==> config.mk <==
export PLATFORM = sky130hd
export DESIGN_NAME = ring_nic
export DESIGN_NICKNAME = d
export VERILOG_FILES = /design/src/rtl/nic_pkg.sv /design/src/rtl/nic_fifo.sv /design/src/rtl/ring_nic.sv
export SDC_FILE = /design/constraint.sdc
export NUM_CORES = 1
export LEC_CHECK = 0
export ABC_AREA = 1
export BUFFER_PORTS_ARGS = -buffer_cell sky130_fd_sc_hd__buf_2
export CAP_MARGIN = 30
export CORE_MARGIN = 4
export CORE_UTILIZATION = 40
export DETAILED_ROUTE_END_ITERATION = 10
export PLACE_DENSITY = 0.58
export SLEW_MARGIN = 20
export SYNTH_ARGS = -nofsm -noshare
export SYNTH_HDL_FRONTEND = slang
export SYNTH_SLANG_ARGS = --single-unit
==> constraint.sdc <==
create_clock -name clk -period 3.7 [get_ports clk]
set_clock_uncertainty 0.1 [all_clocks]
set_input_delay 0.555 -clock clk [delete_from_list [all_inputs] [get_ports clk]]
set_output_delay 0.555 -clock clk [all_outputs]
set_load 0.005 [all_outputs]
==> src/rtl/nic_pkg.sv <==
`default_nettype none
// ============================================================================
// Module      : nic_pkg
// Description : Shared constants for the ring NIC: packet width, default
//               virtual-channel bit and processor register addresses.
// Revision    : 1.0 - initial release
// ============================================================================
package nic_pkg;

    // Packet width on both router channels and the processor data bus
    localparam int PKT_W = 64;

    // Default packet bit selecting the even (0) / odd (1) virtual channel
    localparam int NIC_VC_BIT = 63;

    // Processor register map
    localparam logic [1:0] NIC_EJ_DATA  = 2'b00;
    localparam logic [1:0] NIC_EJ_STAT  = 2'b01;
    localparam logic [1:0] NIC_INJ_DATA = 2'b10;
    localparam logic [1:0] NIC_INJ_STAT = 2'b11;

endpackage
`default_nettype wire

==> src/rtl/nic_fifo.sv <==
`default_nettype none
// ============================================================================
// Module      : nic_fifo
// Description : Circular packet FIFO with registered occupancy count. The head
//               output reads 0 when empty. Push when full and pop when empty
//               are ignored. Storage is not reset.
// Revision    : 1.0 - initial release
// ============================================================================
module nic_fifo #(
    parameter int DEPTH = 4,
    parameter int PKT_W = 64
) (
    input  logic                       clk,
    input  logic                       reset,
    input  logic                       push,
    input  logic                       pop,
    input  logic [PKT_W-1:0]           din,
    output logic [PKT_W-1:0]           dout,
    output logic [$clog2(DEPTH):0]     count,
    output logic                       full,
    output logic                       empty
);

    localparam int PTR_W = $clog2(DEPTH);
    localparam logic [PTR_W:0] c_depth_cnt = (PTR_W+1)'(DEPTH);

    logic [PKT_W-1:0] r_mem [DEPTH];
    logic [PTR_W-1:0] r_wr_ptr;
    logic [PTR_W-1:0] r_rd_ptr;
    logic [PTR_W:0]   r_count;
    logic             w_push;
    logic             w_pop;

    assign full   = (r_count == c_depth_cnt);
    assign empty  = (r_count == '0);
    assign count  = r_count;
    assign w_push = push & ~full;
    assign w_pop  = pop & ~empty;
    assign dout   = empty ? '0 : r_mem[r_rd_ptr];

    // Pointer and occupancy bookkeeping; pointers wrap naturally at DEPTH
    always_ff @(posedge clk or negedge reset) begin
        if (!reset) begin
            r_wr_ptr <= '0;
            r_rd_ptr <= '0;
            r_count  <= '0;
        end else begin
            if (w_push) r_wr_ptr <= r_wr_ptr + 1'b1;
            if (w_pop)  r_rd_ptr <= r_rd_ptr + 1'b1;
            case ({w_push, w_pop})
                2'b10:   r_count <= r_count + 1'b1;
                2'b01:   r_count <= r_count - 1'b1;
                default: r_count <= r_count;
            endcase
        end
    end

    // Packet storage write port; contents are don't-care until pushed
    always_ff @(posedge clk) begin
        if (w_push) r_mem[r_wr_ptr] <= din;
    end

endmodule
`default_nettype wire

==> src/rtl/ring_nic.sv <==
`default_nettype none
// ============================================================================
// Module      : ring_nic
// Description : Network interface between a processing element and the PE
//               port of a cardinal ring router. Injection FIFO releases its
//               head only on a cycle whose polarity matches the packet VC bit;
//               ejection FIFO buffers router output for processor reads.
// Revision    : 1.0 - initial release
// ============================================================================
module ring_nic
    import nic_pkg::*;
#(
    parameter int DEPTH  = 4,
    parameter int VC_BIT = NIC_VC_BIT
) (
    input  logic             clk,
    input  logic             reset,
    input  logic             nic_en,
    input  logic             nic_wr_en,
    input  logic [1:0]       addr,
    input  logic [PKT_W-1:0] d_in,
    output logic [PKT_W-1:0] d_out,
    input  logic             net_polarity,
    output logic             net_so,
    input  logic             net_ro,
    output logic [PKT_W-1:0] net_do,
    input  logic             net_si,
    output logic             net_ri,
    input  logic [PKT_W-1:0] net_di
);

    localparam int PTR_W = $clog2(DEPTH);

    logic [PKT_W-1:0] w_inj_head;
    logic [PTR_W:0]   w_inj_count;
    logic             w_inj_full;
    logic             w_inj_empty;
    logic             w_inj_push;
    logic             w_inj_wr;
    logic             w_inj_stat_rd;

    logic [PKT_W-1:0] w_ej_head;
    logic [PTR_W:0]   w_ej_count;
    logic             w_ej_full;
    logic             w_ej_empty;
    logic             w_ej_push;
    logic             w_ej_pop;

    logic             r_inj_ovf;
    logic [PKT_W-1:0] w_rd_data;

    // Processor register decode
    assign w_inj_wr      = nic_en & nic_wr_en & (addr == NIC_INJ_DATA);
    assign w_inj_push    = w_inj_wr & ~w_inj_full;
    assign w_inj_stat_rd = nic_en & ~nic_wr_en & (addr == NIC_INJ_STAT);
    assign w_ej_pop      = nic_en & ~nic_wr_en & (addr == NIC_EJ_DATA) & ~w_ej_empty;

    // Router side: send only when the head VC matches this cycle's polarity
    assign net_do    = w_inj_head;
    assign net_so    = ~w_inj_empty & net_ro & (w_inj_head[VC_BIT] == net_polarity);
    assign net_ri    = ~w_ej_full;
    assign w_ej_push = net_si & net_ri;

    nic_fifo #(
        .DEPTH (DEPTH),
        .PKT_W (PKT_W)
    ) u_inj_fifo (
        .clk   (clk),
        .reset (reset),
        .push  (w_inj_push),
        .pop   (net_so),
        .din   (d_in),
        .dout  (w_inj_head),
        .count (w_inj_count),
        .full  (w_inj_full),
        .empty (w_inj_empty)
    );

    nic_fifo #(
        .DEPTH (DEPTH),
        .PKT_W (PKT_W)
    ) u_ej_fifo (
        .clk   (clk),
        .reset (reset),
        .push  (w_ej_push),
        .pop   (w_ej_pop),
        .din   (net_di),
        .dout  (w_ej_head),
        .count (w_ej_count),
        .full  (w_ej_full),
        .empty (w_ej_empty)
    );

    // Sticky overflow: set by a dropped injection write, cleared by a status read
    always_ff @(posedge clk or negedge reset) begin
        if (!reset) begin
            r_inj_ovf <= 1'b0;
        end else if (w_inj_wr & w_inj_full) begin
            r_inj_ovf <= 1'b1;
        end else if (w_inj_stat_rd) begin
            r_inj_ovf <= 1'b0;
        end
    end

    // Combinational read mux; idle bus reads as zero
    always_comb begin
        w_rd_data = '0;
        if (nic_en) begin
            case (addr)
                NIC_EJ_DATA: begin
                    w_rd_data = w_ej_head;
                end
                NIC_EJ_STAT: begin
                    w_rd_data[0]         = ~w_ej_empty;
                    w_rd_data[PTR_W+1:1] = w_ej_count;
                end
                NIC_INJ_STAT: begin
                    w_rd_data[0]         = w_inj_full;
                    w_rd_data[1]         = r_inj_ovf;
                    w_rd_data[PTR_W+2:2] = w_inj_count;
                end
                default: begin
                    w_rd_data = '0;
                end
            endcase
        end
    end

    assign d_out = w_rd_data;

endmodule
`default_nettype wire

=== Word-level counts from Yosys, hierarchy flattened ===
Memories as Yosys holds them, arrays and structs flattened.
Cells that the tools add are included.

* Memory bits (writable): 512
* Bits in registers: 15
* Output and inout bits: 130
* Logic and storage cells: 67
* Latch bits: 0
* Memories kept: 2
* Input bits: 137
* ROM bits: 0

* Muxes and demuxes: 14
* Order comparisons: 0
* Div/mod/pow operators: 0
* Shift operators: 0
* Equality and inequality tests: 10
* Bitwise operators: 20
* Multiply operators: 0
* Reduce and logical (&&, ||, !) cells: 6
* Add/subtract/negate cells: 8

{| class="wikitable"
|+ Memory list
! name !! words !! bits a word !! read ports !! clocked after Yosys merged registers in !! wr ports !! line !! text
|-
| u_ej_fifo.r_mem || 4 || 64 || 1 || 0 || 1 || nic_fifo.sv:27 || <nowiki>logic [PKT_W-1:0] r_mem [DEPTH];</nowiki>
|-
| u_inj_fifo.r_mem || 4 || 64 || 1 || 0 || 1 || nic_fifo.sv:27 ||
|}

{| class="wikitable"
|+ Operators with widths
! operator !! number
|-
| $mux 64 || 3
|-
| $mux 59 || 1
|-
| $and 1x1->1 || 15
|-
| $pmux 3 s2 || 2
|-
| $pmux 4 s3 || 1
|-
| $add 2x1->2 const B || 4
|-
| $eq 2x2->1 const B || 4
|-
| $add 3x1->3 const B || 2
|-
| $eq 2x1->1 const B || 3
|-
| $eq 3x3->1 const B || 2
|-
| $logic_not 3->1 || 2
|-
| $mux 1 || 6
|-
| $reduce_bool 2->1 || 3
|-
| $sub 3x1->3 const B || 2
|-
| $not 1->1 || 5
|-
| $logic_not 2->1 || 1
|-
| $pmux 1 s2 || 1
|-
| $eq 1x1->1 || 1
|}

=== Depth between registers and ports, before layout ===
* Depth after elaboration: 7
* Gate-level depth with buffers: 15
* Mapped depth without buffers: 14

=== Modules after synthesis ===
A second synthesis with hierarchy kept.

* Cell total of the unflattened synthesis: 2,315
* Area, all modules: 23,381.2 um^2

{| class="wikitable"
|+ By module, submodules not included
! module !! cells an instance !! instances !! seq. area each (um^2) !! area an instance (um^2)
|-
| nic_fifo || 1,068 || 2 || 7,862.5 || 11,280.8
|-
| ring_nic || 179 || 1 || 25.0 || 819.5
|}

=== Worst setup path before layout ===
No wires, ideal clock.

* Path kind: input to register
* Start point: input port addr[0]
* End point: memory u_inj_fifo.r_mem[0][0] (enable)
* Required time: 3.113 ns
* Setup slack: -0.702 ns
* Cell stages on the path: 4
* Setup time: 0.487 ns
* Buffers on the path: 0
* Arrival: 3.815 ns
* Cells stage by stage: inv_1 ha_1 nand4_1 nor2_1

* Cells in the longest elaborated chain, start to end: 6

{| class="wikitable"
|+ Ends and longest elaborated chain
! element !! line !! text
|-
| start: declaration || ring_nic.sv:20 || <nowiki>input logic [1:0] addr,</nowiki>
|-
| $eq 2x2->1 || ring_nic.sv:53 || <nowiki>assign w_inj_wr = nic_en & nic_wr_en & (addr == NIC_INJ_DATA);</nowiki>
|-
| $and 1x1->1 || ring_nic.sv:53 ||
|-
| $and 1x1->1 || ring_nic.sv:54 || <nowiki>assign w_inj_push = w_inj_wr & ~w_inj_full;</nowiki>
|-
| $and 1x1->1 || nic_fifo.sv:37 || <nowiki>assign w_push = push & ~full;</nowiki>
|-
| $mux 1 || nic_fifo.sv:60 || <nowiki>if (w_push) r_mem[r_wr_ptr] <= din;</nowiki>
|-
| $mux 1 (not written as such) || nic_fifo.sv:60 ||
|-
| end: declaration || nic_fifo.sv:27 ||
|}

Every way passes these cells.

=== Final worst setup path ===
* Start point: register u_inj_fifo.r_count[1] (netlist: u_inj_fifo.count[1])
* End point: output port net_do[52]

* Cells in the longest elaborated chain, start to end: 2

{| class="wikitable"
|+ Ends and longest elaborated chain
! element !! line !! text
|-
| start: declaration || nic_fifo.sv:30 || <nowiki>logic [PTR_W:0] r_count;</nowiki>
|-
| start signal: assignment || nic_fifo.sv:51 || <nowiki>2'b10: r_count <= r_count + 1'b1;</nowiki>
|-
| start signal: assignment || nic_fifo.sv:52 || <nowiki>2'b01: r_count <= r_count - 1'b1;</nowiki>
|-
| start signal: assignment || nic_fifo.sv:53 || <nowiki>default: r_count <= r_count;</nowiki>
|-
| $logic_not 3->1 || nic_fifo.sv:35 || <nowiki>assign empty = (r_count == '0);</nowiki>
|-
| $mux 64 || nic_fifo.sv:39 || <nowiki>assign dout = empty ? '0 : r_mem[r_rd_ptr];</nowiki>
|-
| end: declaration || ring_nic.sv:26 || <nowiki>output logic [PKT_W-1:0] net_do,</nowiki>
|}

Every way passes these cells.

==> flow_summary_export.csv <==
group,metric,value,unit
status,status,"completed",
timing,final_max_slew_viol_count,0,
routing,first_iter_violations,836,
clock_tree,clk_latency,580,ps
yosys,synth-seq-cells,527,
place,dp_hpwl,27.5,mm
timing,holdWs,82.1,ps
timing,rsz0062_at_grt,"no",
clock_tree,cts.sinks,527,
floorplan,row_count,83,
critical_path,crit_type,"register to primary output",
floorplan,die_w,236,µm
clock_tree,clkTransAtPathRegs,60,ps
timing,slew_headroom,39.5,%
final_layout,drive_gt1_share,20.7,%
timing,finalCriticalPeriod,3220,ps
hold_path,hold_class,"input pin to register",
clock_tree,cts_resized,0,
critical_path,start_kind,"register",
critical_path,slowest_delay,530,ps
routing,vias_per_cell,4.99,
clock_tree,postCtsHoldBufs,1,
clock_tree,cts.path.max_buffers,3,
yosys,synth_cells,1644,
grt,grt.overflow.total,0,
yosys,synth_ff_type,"edfxtp_1",
place,dp_slack,868,ps
yosys,synthArstFlopShare,2.85,%
routing,drt-wirelength-per-cell,18.2,µm
grt,grt.total_usage,16.7,%
floorplan,die_h,236,µm
hold_path,min_path_cells,1,
critical_path,cp_data_required_time,3040,ps
clock_tree,cts.htree.levels,2,
grt,grt_max_degree,127,
timing,fin_crit_sh,86.9,%
final_layout,syn_to_final_growth,19.4,%
yosys,avgSynthCellArea,12.6,µm²
grt,grt_pass1_vias,13300,
pwr,leakage,0.00894,µW
critical_path,cp_cell_sequence,"nor2_1, nand2_1, inv_2, buf_4, a21oi_1, buf_2",
routing,ant_nets,0,
run,max-cap-violations,0,
pwr,peakVddDrop,550,µV
routing,vias,13100,
critical_path,worstPathMaxFanout,30,
clock_tree,cts_tree,"yes",
clock_tree,cts_made_buffers,54,
critical_path,r2r_cells,13,
floorplan,core,51400,µm²
routing,totalWireLength,47.9,mm
final_layout,final_nets,2056,
timing,hold_violations,0,
place,gp_congestion,0.752,
yosys,synth_edf_count,512,
yosys,yosysSeqAreaShare,75.8,%
timing,tightest_slew,907,ps
yosys,syn_nets,1798,
clock_tree,cts_setup_buffers,0,
floorplan,start_util,40.4,%
pwr,power.density,739,nW/µm²
routing,drc,0,
grt,grt_antenna_before_repair,12,
yosys,ys_types,29,
critical_path,crit_arrival,2560,ps
floorplan,ios,267,
grt,grt_pass1_wl,74.8,mm
yosys,syn_area,20800,µm²
floorplan,die-area,55600,µm²
routing,drt_first_pass_iters,5,
timing,setup_ws,484,ps
timing,max_freq,0.311,GHz
clock_tree,clock-root-buffer,"clkbuf_16",
critical_path,cpMaxStageDelayCell,"inv_2",
timing,final-setup-viol-count,0,
place,io_buffers,266,
yosys,yosysWarnings,0,
critical_path,end_kind,"primary output",
cells in the final DEF, fill, tap and decap left out, types with 8 or more instances in the layout:
cell type  count
dfrtp_1       11
nor2_4         8
buf_4         15
buf_2        266
clkinv_1      13
o21ai_1        8
o22ai_1        8
ha_1          15
nand2_1       22
clkbuf_16     57
inv_1         39
a21oi_1      131
buf_12        16
clkinv_2      18
o21ai_0      249
nor2_1       507
edfxtp_1     512
synth_stat cells (8+ instances only):
cell      count  area (µm²)
buf_2        35         175
a21oi_1     131         656
o21ai_1       8        40.0
o21ai_0     249        1250
inv_1        40         150
nor2_1      515        1930
dfrtp_1      15         375
o22ai_1       8        50.1
clkbuf_1     44         165
ha_1         15         188
nand2_1      22        82.6
buf_1         8        30.0
edfxtp_1    512       15400
cells by family (layout without fill, tap and decap cells):
kind of cell / after synthesis / count (layout) / share of synthesized area, %
adder cells (fa/ha/maj): 17 / 17 / 1.10
other: 0 / 5 / 0
AO/OA/AOI/OAI: 398 / 398 / 9.66
XOR/XNOR: 8 / 8 / 0.337
flip-flops: 527 / 527 / 75.8
buffers and inverters: 142 / 445 / 2.96
AND/OR/NAND/NOR: 552 / 552 / 10.1
state kept, by name, indices dropped and copies added, names as in the netlist:
| register | count |
|---|---|
| u_ej_fifo.r_wr_ptr | 2 |
| u_inj_fifo.count | 3 |
| u_ej_fifo.count | 3 |
| r_inj_ovf | 1 |
| u_inj_fifo.r_wr_ptr | 2 |
| u_ej_fifo.r_mem | 256 |
| u_ej_fifo.r_rd_ptr | 2 |
| u_inj_fifo.r_mem | 256 |
| u_inj_fifo.r_rd_ptr | 2 |
metal layers:
layer	share of wire (%)	vias to the layer above	GRT usage (%)	routed length, µm
met5	0.26	-	0	126
met4	1.8	18	4.63	855
met3	6.6	78	4.24	3180
met2	48	306	27.6	23000
met1	43	6399	22.1	20700
li1	-	6333	-	-
stage by stage:
step,utilization (%),setup TNS [ps],cells,power (µW),instance area [µm²]
finish,48.2,0,2632,18300,24800
global route,48.2,0,2628,19500,24800
CTS,48.2,0,2627,18600,24800
detailed placement,44.8,0,2525,13200,23000
global placement,44.8,0,2525,13100,23000
floorplan,-,-179620,1644,11100,20800
report_power, final:
part	internal [µW]	switching, µW	total, µW
Combinational	1830	3590	5420
Clock	3140	2200	5330
Sequential	7320	249	7570
Total	12300	6030	18300
final timing paths:
path | from | to | slack [ps]
max in group asynchronous | reset | u_inj_fifo.r_rd_ptr[0] | 2850
hold / removal | net_di[46] | u_ej_fifo.r_mem[3][46] | 80
hold reg to reg | u_ej_fifo.count[0] | u_ej_fifo.count[0] | 390
setup reg to reg | u_inj_fifo.r_rd_ptr[0] | u_inj_fifo.count[2] | 1060
setup / recovery | u_inj_fifo.count[1] | net_do[52] | 480
min in group asynchronous | reset | u_ej_fifo.count[2] | 330
critical path: cells and delay by family, from the launching register on:
kind	cells	cell delay, ps
AOI/OAI and AO/OA	1	110
buffers and inverters	3	1040
DFF	1	400
and+or+nand+nor	2	420
cell type report:
| cell class | instances | area, µm² |
|---|---|---|
| Timing Repair Buffer | 298 | 1770 |
| Fill cell | 4575 | 26600 |
| Tap cell | 680 | 851 |
| Antenna cell | 5 | 12.5 |
| Inverter | 46 | 173 |
| Multi-Input combinational cell | 975 | 4470 |
| Clock inverter | 39 | 314 |
| Clock buffer | 62 | 1450 |
| Sequential cell | 527 | 15800 |
(Power assumes the default switching activity.)
